File: config.mk
export PLATFORM = sky130hd
export DESIGN_NAME = retrieval_mem_arbiter
export DESIGN_NICKNAME = d
export VERILOG_FILES = /design/src/rtl/retrieval_mem_arbiter.sv
export SDC_FILE = /design/constraint.sdc
export NUM_CORES = 1
export LEC_CHECK = 0
export CORE_AREA = 3 3 475 477
export DETAILED_ROUTE_END_ITERATION = 10
export DIE_AREA = 0 0 478 480
export DONT_BUFFER_PORTS = 1
export SLEW_MARGIN = 30
export SYNTH_ARGS = -nofsm -noshare
export SYNTH_HDL_FRONTEND = slang
export SYNTH_SLANG_ARGS = --single-unit
File: constraint.sdc
create_clock -name clk -period 6.51 [get_ports clk]
set_input_delay 0.651 -clock clk [delete_from_list [all_inputs] [get_ports clk]]
set_output_delay 0.651 -clock clk [all_outputs]
set_load 0.02 [all_outputs]
File: src/rtl/retrieval_mem_arbiter.sv
// Round-robin arbiter granting retrieval requesters burst access to one shared
// vector-database read port, with registered responses and a per-burst timeout.
module retrieval_mem_arbiter #(
  parameter  int NUM_REQ        = 4,
  parameter  int BUS_WIDTH      = 512,
  parameter  int LEN_W          = 8,
  parameter  int TIMEOUT_CYCLES = 1024,
  localparam int IDW            = (NUM_REQ > 1) ? $clog2(NUM_REQ) : 1
) (
  input  logic                             clk,
  input  logic                             rst_n,
  input  logic [NUM_REQ-1:0]               req_valid,
  output logic [NUM_REQ-1:0]               req_ready,
  input  logic [NUM_REQ-1:0][31:0]         req_addr,
  input  logic [NUM_REQ-1:0][LEN_W-1:0]    req_len,
  output logic [NUM_REQ-1:0]               rsp_valid,
  output logic [BUS_WIDTH-1:0]             rsp_data,
  output logic                             rsp_last,
  output logic                             rsp_err,
  output logic [IDW-1:0]                   grant_id,
  output logic                             busy,
  output logic                             mem_rd_en,
  output logic [31:0]                      mem_rd_addr,
  input  logic [BUS_WIDTH-1:0]             mem_rd_data,
  input  logic                             mem_rd_valid
);

  localparam int          TO_W         = (TIMEOUT_CYCLES > 1) ? $clog2(TIMEOUT_CYCLES) : 1;
  localparam logic [TO_W-1:0] TIMEOUT_LAST = TO_W'(TIMEOUT_CYCLES - 1);
  localparam logic [31:0] BEAT_BYTES   = 32'(BUS_WIDTH / 8);

  typedef enum logic [0:0] {
    IDLE  = 1'b0,
    BURST = 1'b1
  } state_t;

  state_t                 state_q;
  logic [IDW-1:0]         lastGrant_q;
  logic [IDW-1:0]         grantId_q;
  logic                   busy_q;
  logic                   memRdEn_q;
  logic [31:0]            memRdAddr_q;
  logic [NUM_REQ-1:0]     rspValid_q;
  logic [BUS_WIDTH-1:0]   rspData_q;
  logic                   rspLast_q;
  logic                   rspErr_q;
  logic [LEN_W-1:0]       beats_q;
  logic [LEN_W-1:0]       beatCnt_q;
  logic [TO_W-1:0]        timeoutCnt_q;

  logic                   winnerFound;
  logic [IDW-1:0]         winnerId;
  logic [IDW-1:0]         cand;
  logic [LEN_W-1:0]       burstBeats_d;
  logic [31:0]            nextAddr_d;
  logic [NUM_REQ-1:0]     grantOneHot;
  logic                   lastBeat;

  // Search starts just after the previous winner so every requester gets a turn.
  always_comb begin
    winnerFound = 1'b0;
    winnerId    = lastGrant_q;
    cand        = '0;
    for (int offs = 1; offs <= NUM_REQ; offs++) begin
      cand = IDW'((int'(lastGrant_q) + offs) % NUM_REQ);
      if (!winnerFound && req_valid[cand]) begin
        winnerFound = 1'b1;
        winnerId    = cand;
      end
    end
  end

  assign req_ready    = (state_q == IDLE && winnerFound) ? (NUM_REQ'(1) << winnerId) : '0;
  assign burstBeats_d = (req_len[winnerId] == '0) ? LEN_W'(1) : req_len[winnerId];
  assign nextAddr_d   = memRdAddr_q + BEAT_BYTES;
  assign grantOneHot  = NUM_REQ'(1) << grantId_q;
  assign lastBeat     = (beatCnt_q == beats_q - LEN_W'(1));

  always_ff @(posedge clk or negedge rst_n) begin
    if (!rst_n) begin
      state_q      <= IDLE;
      lastGrant_q  <= IDW'(NUM_REQ - 1);
      grantId_q    <= '0;
      busy_q       <= 1'b0;
      memRdEn_q    <= 1'b0;
      memRdAddr_q  <= '0;
      rspValid_q   <= '0;
      rspData_q    <= '0;
      rspLast_q    <= 1'b0;
      rspErr_q     <= 1'b0;
      beats_q      <= '0;
      beatCnt_q    <= '0;
      timeoutCnt_q <= '0;
    end else begin
      rspValid_q <= '0;
      rspLast_q  <= 1'b0;
      rspErr_q   <= 1'b0;
      case (state_q)
        IDLE: begin
          if (winnerFound) begin
            state_q      <= BURST;
            lastGrant_q  <= winnerId;
            grantId_q    <= winnerId;
            busy_q       <= 1'b1;
            memRdEn_q    <= 1'b1;
            memRdAddr_q  <= req_addr[winnerId];
            beats_q      <= burstBeats_d;
            beatCnt_q    <= '0;
            timeoutCnt_q <= '0;
          end
        end
        BURST: begin
          // A beat arriving on the expiry cycle still wins over the abort.
          if (mem_rd_valid) begin
            memRdAddr_q  <= nextAddr_d;
            beatCnt_q    <= beatCnt_q + LEN_W'(1);
            timeoutCnt_q <= '0;
            rspValid_q   <= grantOneHot;
            rspData_q    <= mem_rd_data;
            if (lastBeat) begin
              rspLast_q <= 1'b1;
              memRdEn_q <= 1'b0;
              busy_q    <= 1'b0;
              state_q   <= IDLE;
            end
          end else if (timeoutCnt_q == TIMEOUT_LAST) begin
            rspValid_q <= grantOneHot;
            rspData_q  <= '0;
            rspLast_q  <= 1'b1;
            rspErr_q   <= 1'b1;
            memRdEn_q  <= 1'b0;
            busy_q     <= 1'b0;
            state_q    <= IDLE;
          end else begin
            timeoutCnt_q <= timeoutCnt_q + TO_W'(1);
          end
        end
        default: state_q <= IDLE;
      endcase
    end
  end

  assign rsp_valid   = rspValid_q;
  assign rsp_data    = rspData_q;
  assign rsp_last    = rspLast_q;
  assign rsp_err     = rspErr_q;
  assign grant_id    = grantId_q;
  assign busy        = busy_q;
  assign mem_rd_en   = memRdEn_q;
  assign mem_rd_addr = memRdAddr_q;

endmodule

# After elaboration in Yosys (flattened, before gate mapping)

Cells that the tools add are included.

Word-level logic and storage cells: 102
Bits of input ports: 679
Register bits: 582
Output and inout port bits: 558

Add/subtract/negate cells: 8
Eq/ne operators: 7
$lt $le $gt $ge: 5
Reduce and logical (&&, ||, !) cells: 14
Shift operators: 2
Mux-type cells: 53
Bitwise operators: 1

Operators by type and width:

| kind                  | count |
|---|---|
| $mux 512              | 2 |
| $mux 32               | 3 |
| $bmux 32 s2           | 1 |
| $pmux 32 s2           | 1 |
| $add 32x7->32 const B | 1 |
| $mux 8                | 4 |
| $mux 10               | 3 |
| $mux 1                | 22 |
| $pmux 10 s2           | 1 |
| $bmux 8 s2            | 1 |
| $mux 4                | 4 |
| $pmux 8 s2            | 1 |
| $lt 2x3->1 const B    | 5 |
| $add 10x1->10 const B | 1 |
| $eq 10x10->1 const B  | 1 |
| $add 8x1->8 const B   | 1 |
| $bmux 1 s2            | 4 |
| $eq 8x8->1            | 1 |
| $logic_not 8->1       | 1 |
| $mux 2                | 4 |
| $reduce_and 2->1      | 4 |
| $shl 1x2->4 const A   | 2 |
| $sub 8x1->8 const B   | 1 |
| $ne 3x2->1 const B    | 2 |
| 10 further kinds      | 19 |

# Logic depth before layout (Yosys ltp)

Gate-level depths: netlist (run 1).

Depth after elaboration: 17
Depth in mapped cells: 10
Depth with buffers taken out: 8

# Worst setup path after synthesis (run 1)

No wires, ideal clock.

Path kind: input port to output port
Start: in req_valid[1]
End: out req_ready[3]
Buffers on the path: 3
Stages: 7
Data required time: 5,859 ps
Data arrival time: 2,135 ps
Path slack: 3,724 ps
Cell sequence: o21ai_1 > a21boi_1 > a311o_1 > buf_6 > buf_2 > buf_1 > nor3_1

Cells in the longest elaborated chain, start to end: 14
Elaborated cells between the ends (all ways): 25
Those cells by class: 1 x shift; 17 x mux; 7 x reduce/logical

Ends and longest elaborated chain:

| item                                             | line | source |
|---|---|---|
| from (decl)                                      | 12   | `input logic [NUM_REQ-1:0] req_valid,` |
| $bmux 1 s2                                       | 66   | `if (!winnerFound && req_valid[cand]) begin` |
| $mux 1 (implied by the code)                     | 66   |  |
| $mux 1                                           | 66   |  |
| $logic_not 1->1                                  | 66   |  |
| $logic_and 1x1->1                                | 66   |  |
| $mux 1                                           | 66   |  |
| $logic_not 1->1                                  | 66   |  |
| $logic_and 1x1->1                                | 66   |  |
| $mux 1                                           | 66   |  |
| $logic_not 1->1                                  | 66   |  |
| $logic_and 1x1->1                                | 66   |  |
| $mux 2 or $mux 1 (tied branches)                 | 66   |  |
| $shl 1x2->4 or $logic_and 1x1->1 (tied branches) | 73   | `assign req_ready = (state_q == IDLE && winnerFound) ? (NUM_REQ'(1) << winnerId) : '0;` |
| $mux 4 (*)                                       | 73   |  |
| to (decl)                                        | 13   | `output logic [NUM_REQ-1:0] req_ready,` |

Mark *: on every way between the ends. The rest lies on a longest branch, timed or not. The select of a mux whose other input is x is not followed.

# Worst setup path after layout (run 1)

Start: reg state_q
End: out req_ready[3]

Cells in the longest elaborated chain, start to end: 3

Ends and longest elaborated chain:

| item                       | line | source |
|---|---|---|
| from (decl)                | 37   | `state_t state_q;` |
| from (signal assigned)     | 81   | `state_q <= IDLE;` |
| from (signal assigned)     | 101  | `state_q <= BURST;` |
| from (signal assigned)     | 124  | `state_q <= IDLE;` |
| $not 1->1 (no source line) | n/a  |  |
| $logic_and 1x1->1          | 73   |  |
| $mux 4                     | 73   |  |

No other way between the ends.

==> results of run 1 <==
==> cells in the mapped netlist, drive strengths merged, types with 4 or more instances <==
master    n  area share (%)
clkbuf   84             1.4
buf      76             1.7
a22oi     4            0.13
a21oi    25            0.56
a221oi    9            0.35
nand4    12            0.33
inv      10            0.16
o21ai    49             1.1
o311a     6            0.26
a22o    515              20
nand2b   12            0.33
a31oi    16            0.44
a211oi    9            0.30
o211ai   14            0.46
ha        4            0.22
nor2     42            0.69
nand3    45            0.99
nand2   204             3.4
and3     14            0.38
nor3      8            0.25
dfrtp   580              64
mux2i    12            0.53
and2      9            0.25
or3       4            0.11
xor2     15            0.58
xnor2     9            0.35
==> layout by cell type, fill, tap and decap left out, drive strengths merged, types with 3 or more instances in the layout <==
cell type    instances
a21oi               25
a31oi               16
clkbuf              90
or3                  4
nand2              204
ha                   4
bufinv               6
a221oi               9
a22o               515
xnor2                9
o221a                3
clkinvlp            10
dfrtp              580
a211oi               9
nand3               45
nor2                42
and3                14
nor4                 3
o311a                6
o21ai               49
nand3b               3
diode               28
and4                 3
and2                 9
clkinv              22
nand2b              12
o211ai              14
mux2i               12
buf                 29
nor3                 8
inv                 21
dlygate4sd3        455
a22oi                4
nand4               12
xor2                15
==> flip-flops by register name, summed over array words and instances, names as in the netlist <==
name,cells
state_q,1
rsp_valid,4
rsp_err,1
mem_rd_addr,32
mem_rd_en,1
beats_q,8
rsp_last,1
rsp_data,512
beatCnt_q,8
grant_id,2
lastGrant_q,2
timeoutCnt_q,10
==> kinds of logic after synthesis <==
family,Yosys count
fa+ha+maj,4
simple gates,363
xor+xnor,24
mux,13
compound gates,664
buf+inv,170
flops,582
==> cell type report <==
class / instances / share of cell area, %
inverters: 10 / 0.112
repair buffers: 484 / 14.8
diodes: 28 / 0.209
clock inverters: 49 / 1.75
clock buffers: 90 / 6.01
multi-input cells: 1068 / 22.6
well taps: 2975 / 11.1
flip-flops and latches: 582 / 43.4
==> final timing paths <==
kind	from	end	slack [ns]	cells past startpoint
worst max-delay path	state_q$_DFF_PN0_	req_ready[3]	2.54	4
worst min-delay path	rst_n	rsp_data[95]$_DFFE_PN0P_	0.01	1
worst max register to register	state_q$_DFF_PN0_	rsp_data[408]$_DFFE_PN0P_	3.10	5
worst min register to register	beats_q[7]$_DFFE_PN0P_	beats_q[7]$_DFFE_PN0P_	0.52	2
max in group asynchronous	rst_n	rsp_data[377]$_DFFE_PN0P_	4.49	3
min in group clk	mem_rd_data[201]	rsp_data[201]$_DFFE_PN0P_	0.10	1
==> power groups by stage <==
stage | Combinational (mW) | Sequential (mW) | Clock [mW]
detailed placement | 1.86 | 6.36 | 0
finish | 2.23 | 6.30 | 4.42
CTS | 2.17 | 6.30 | 4.61
global route | 2.45 | 6.43 | 4.71
global placement | 1.80 | 6.36 | 0
floorplan | 1.43 | 5.48 | 0
==> metal layers <==
metal | part of all wire (%) | wire length (um) | up-vias
met1 | 33 | 51800 | 9448
met3 | 20 | 31900 | 308
met5 | 0.076 | 121 | -
li1 | - | - | 7713
met2 | 43 | 68300 | 1511
met4 | 4.4 | 6920 | 14
==> metrics by stage <==
step	utilization [%]	hold slack [ns]	power (mW)	cell area [um^2]	worst slack (ns)
floorplan	-	0.355	6.90	22800	3.72
global placement	11.8	0.369	8.16	26100	2.66
detailed placement	11.8	0.366	8.22	26100	2.57
CTS	15.0	-0.473	13.1	33300	2.17
global route	15.1	0.0260	13.6	33500	2.32
finish	15.1	0.0122	12.9	33500	2.54
==> parameters.txt, run 1 <==
Parameter                              Value

Global route
  Via count of the first global-routing pass    19300
  GR Util met3    11.2%
  Wire length of the first global-routing pass    202 mm
  Largest net degree at the start of global routing    583
  Met2 routing resource usage after global routing    19.9%
  Fraction of met1 tracks used by global routing    13.1%
  Total routing resource utilization after global routing    13.2%
  GRT overflow    0
  Number of antenna violations at the first check in global routing    102
  Layer with the highest usage after global routing    met2

Cells and area
  Count of non-filler cells in the finished layout    5286
  Area of the multi-input gates    7560 um^2
  Fraction of final layout cells with drive strength greater than 1    7.84%
  Area growth from synthesis to layout    46.9%
  Register area    14600 um^2
  Fillers    24500
  Number of nets at the end of the flow    2905

CTS
  Clk Latency, worst-skew pair    0.70 ns
  Clock Pin Slew Worst Setup and Hold Paths    0.06 ns
  Clock root buffer    clkbuf_16
  Clock tree from TritonCTS    yes
  Setup fix buffers added after clock tree synthesis    0
  Post-CTS Resized    0
  Number of buffers between clock root and the deepest sink    3
  CTS Hold Bufs    454
  Total number of H-tree levels    3
  Number of buffers inserted during clock tree synthesis    76
  Clock sink count    582

Yosys
  Multiplexer share of the synthesized area    0.576%
  Average footprint of a synthesized cell    12.5 um^2
  Register bit count reported by yosys    582
  Post-Synthesis Cell Area    22800 um^2
  Library cells used by synthesis    54
  Syn. warnings    0
  Number of enable-type register cells in the synthesized netlist    0
  Syn Nets    2503
  Number of instances in the synthesized netlist    1820
  Most instantiated flip-flop cell in the synthesis netlist    dfrtp_1
  Main combinational cell family by area after synthesis    compound AO/OA/AOI/OAI gates
  Seq/Total Area, Yosys    63.8%
  Arithmetic-cell share of the synthesized area counting full adders, half adders and majority gates    0.219%
  Synthesized-area fraction occupied by ao, oa, aoi and oai cells    24.0%
  Post-Synth XOR/XNOR Area    0.921%
  Simple-gate area share of the yosys netlist    7.14%
  Proportion of register bits with asynchronous set or reset after synthesis    100%

Placement
  Global placement routability congestion    1.00
  Port Buffer Count    0
  DP Wirelength    128 mm
  Number of instances in the placed design    4658

Timing
  Slew at the pin with the worst max-slew slack    1.11 ns
  Count of final hold-check violations    0
  Tcrit/Tclk final    61.0%
  Achievable Freq    252 MHz
  Fin Clk Skew    0.0578 ns
  Crit path time final    3.97 ns
  Max-slew violation total from the final report    0
  Sum of negative setup slack    0 ns
  Slew margin rel.    25.9%
  Total setup violations reported at the end of the flow    0
  RSZ-0062 raised after global routing    no

Worst setup path
  Buf/Inv on CP    2
  Critical-path cell list    inv_1 -> nand2_1 -> buf_4 -> nor3_1
  Data arrival, critical path    3.32 ns
  Critical path launch point type    flip-flop
  CP delay by family, top    buffers and inverters
  Required time of the worst setup path    5.86 ns
  Crit path capture type    primary output
  Slowest cell on the critical path    inv_1
  Critical path class    flip-flop to primary output
  Worst stage delay on the critical path    0.73 ns
  Worst Path Max Fanout    26

Route
  Per-cell routed wire length    30.1 um
  Remaining antenna violation count    0
  Number of detailed-route iterations in the first pass    7
  DR DRC count    0
  Via density    3.59
  Via count of the routed design    19000
  Number of DRC markers after the initial detailed-route iteration    1434
  Total wire length    159 mm

Floorplan
  Die extent in y    480 um
  Die X    478 um
  Die area    229000 um^2
  Core Footprint    222000 um^2
  Ports    1237
  Starting utilization of the core area    10.3%
  Number of cell rows    173

Outcome
  Run status    finished clean

Power
  Seq pwr share    48.7%
  Sw power    5.22 mW
  Sw Share    40.4%
  Gate power share    17.2%
  Portion of total power attributed to the clock network    34.1%
  Internal power component    7.72 mW
  Pwr/cell area    386 nW/um^2
  Leakage power    13.9 nW
  Peak ir drop on the vdd network    0.236 mV

Job
  Maxcap violations    0

Worst hold path
  Type of the worst min-delay path    input port to async pin
(Power assumes the default switching activity.)
==> run 2: changes to the inputs <==
Clock period 6.51 ns to 3.65 ns, I/O delays scaled along.
==> run 2 against run 1 <==
Compared with the run above:
- clock power is 89% higher
- sequential cell count is the same
- total power up 84%
- sequential power grew 78%
- critical endpoint is now mem_rd_addr[17]$_DFFE_PN0P_
- largest power group unchanged
==> parameters.txt, run 2 (synthesis results as in run 1) <==
Parameter                              Value

Outcome
  Run status    finished clean

Timing
  Tcrit/Tclk final    92.9%
  Count of final hold-check violations    0
  Max-slew violation total from the final report    0
  RSZ-0062 raised after global routing    no
  Total setup violations reported at the end of the flow    0
  Slew margin rel.    21.6%
  Fin Clk Skew    0.0469 ns
  Crit path time final    3.39 ns
  Sum of negative setup slack    0 ns
  Slew at the pin with the worst max-slew slack    1.18 ns
  Achievable Freq    295 MHz

Power
  Peak ir drop on the vdd network    0.377 mV
  Leakage power    14.6 nW
  Pwr/cell area    676 nW/um^2

Worst setup path
  Critical path class    flip-flop to flip-flop
  Required time of the worst setup path    4.20 ns
  Critical path launch point type    flip-flop
  FF-to-FF End    mem_rd_addr[17]$_DFFE_PN0P_
  Buf/Inv on CP    3
  Number of cells traversed by the worst register-to-register path    9
  Worst stage delay on the critical path    0.58 ns
  Data arrival, critical path    3.94 ns
  Register-to-register setup slack    0.26 ns
  Slowest cell on the critical path    dfstp_2
  Crit path capture type    flip-flop
  Setup crit end    mem_rd_addr[17]$_DFFE_PN0P_
  Worst setup startpoint    lastGrant_q[1]$_DFFE_PN1P_
  Most common cell type on the critical path    dlygate4sd3_1
  Worst Path Max Fanout    47
  Critical-path cell list    nand2b_1 -> a21oi_1 -> nor3_4 -> buf_4 -> nand3_1 -> dlygate4sd3_1 -> o211ai_1 -> dlygate4sd3_1 -> a31oi_1
  Worst path depth    9
  Origin of the critical flop-to-flop path    lastGrant_q[1]$_DFFE_PN1P_
  CP delay by family, top    buffers and inverters

CTS
  Number of buffers inserted during clock tree synthesis    77
  Number of buffers between clock root and the deepest sink    3
  Total number of H-tree levels    3
  Post-CTS Resized    0
  Clk Latency, worst-skew pair    0.70 ns
  Clock sink count    582
  Clock root buffer    clkbuf_16
  Clock tree from TritonCTS    yes
  Clock Pin Slew Worst Setup and Hold Paths    0.06 ns

Cells and area
  Non-Filler Cell Area, Final    35300 um^2
  Top library cells by usage in the layout, fill and taps aside    dlygate4sd3_1, dfrtp_1, a22o_1
  Number of nets at the end of the flow    3063
  Fraction of final layout cells with drive strength greater than 1    8.27%
  Most frequent standard cell in the layout excluding fill and tap cells    dlygate4sd3_1
  Area growth from synthesis to layout    54.5%
  Fillers    24400
  Flip-flop count of the largest register after layout    512

Global route
  Wire length of the first global-routing pass    206 mm
  Total routing resource utilization after global routing    13.4%
  Largest net degree at the start of global routing    583
  Number of antenna violations at the first check in global routing    111
  Via count of the first global-routing pass    20200
  GRT overflow    0

Route
  Per-cell routed wire length    29.5 um
  Via density    3.61
  Remaining antenna violation count    0
  Total wire length    161 mm
  DR DRC count    0
  Number of detailed-route iterations in the first pass    8
  Number of DRC markers after the initial detailed-route iteration    1462
  Via count of the routed design    19700

Job
  Maxcap violations    0

Floorplan
  Number of cell rows    173
  Ports    1237
  Core Footprint    222000 um^2
  Starting utilization of the core area    10.3%
  Die X    478 um
  Die area    229000 um^2
  Die extent in y    480 um

Placement
  Global placement routability congestion    1.00
  Port Buffer Count    0
  Cell area after placement    26300 um^2
  DP Wirelength    129 mm

Worst hold path
  Type of the worst min-delay path    input port to flip-flop
[run 2: changes by cell type in the layout (fill, tap and decap cells not counted), moves of 2 or more]
| cell | before | now |
|---|---|---|
| buf_16 | 7 | 5 |
| clkinvlp_4 | 10 | 3 |
| clkbuf_16 | 76 | 79 |
| dlygate4sd3_1 | 455 | 591 |
| buf_12 | 5 | 8 |
| clkbuf_8 | 6 | 13 |
| inv_16 | 3 | 1 |
| diode_2 | 28 | 42 |
| bufinv_16 | 6 | 10 |
| clkbuf_1 | 8 | 5 |
| buf_4 | 17 | 36 |
[run 2: tightest hold or removal path, delay by kind of cell]
family,cells,cell delay [ns]
AO/OA/AOI/OAI,1,0.06
multiplexers,2,0.28
[run 2: worst min path at each step]
stage | startpoint | endpoint | slack [ns] | cells after the start
finish | req_len[14] | beats_q[6]$_DFFE_PN0P_ | 0.1 | 3
global route | req_addr[78] | mem_rd_addr[14]$_DFFE_PN0P_ | 0.05 | 3
CTS | rst_n | rsp_data[98]$_DFFE_PN0P_ | -0.75 | 0
detailed placement | rst_n | rsp_data[98]$_DFFE_PN0P_ | 0.08 | 0
global placement | rst_n | rsp_data[95]$_DFFE_PN0P_ | 0.08 | 0
floorplan | rst_n | beatCnt_q[0]$_DFFE_PN0P_ | 0.07 | 0
[run 2: stage by stage]
stage	utilization (%)	power [mW]	std cells	setup WS, ns	hold slack (ns)
3_3_place_gp	11.8	14.5	4678	1.01	0.0834
5_1_grt	15.9	25.1	5446	0.0174	0.0535
6_report	15.9	23.8	5460	0.260	0.0996
4_1_cts	15.8	24.0	5410	0.0387	-0.754
3_5_place_dp	11.8	14.5	4678	0.964	0.0812
2_1_floorplan	-	12.3	1820	1.28	0.0694
[run 2: layer usage]
layer  vias to the layer above  share of wire (%)  GRT usage [%]
li1                       8033                  -              -
met1                      9815                 31           12.9
met2                      1520                 44           20.6
met3                       341                 21           11.7
met4                        20                4.0           5.16
met5                         -               0.17          0.456
[run 2: what timing repair did]
action                                  CTS  global route
setup endpoints to repair                 0             6
endpoints found under the hold margin  1130           347
hold buffers                            590             2
buffers inserted                          0             1
[run 2: area by class of cell]
cell class | count | area (um^2) | area share (%)
Tap cell | 2975 | 3720 | 10.6
Sequential cell | 582 | 14600 | 41.3
Multi-Input combinational cell | 1069 | 7550 | 21.4
Antenna cell | 42 | 105 | 0.298
Clock buffer | 97 | 2170 | 6.17
Inverter | 10 | 37.5 | 0.106
Clock inverter | 45 | 612 | 1.74
Timing Repair Buffer | 640 | 6480 | 18.4
[run 2: power breakdown]
group          internal [mW]  switching [mW]  total [mW]
sequential              7.58            3.60        11.2
combinational           2.06            2.23        4.29
clock                   5.00            3.36        8.36
total                   14.6            9.19        23.8
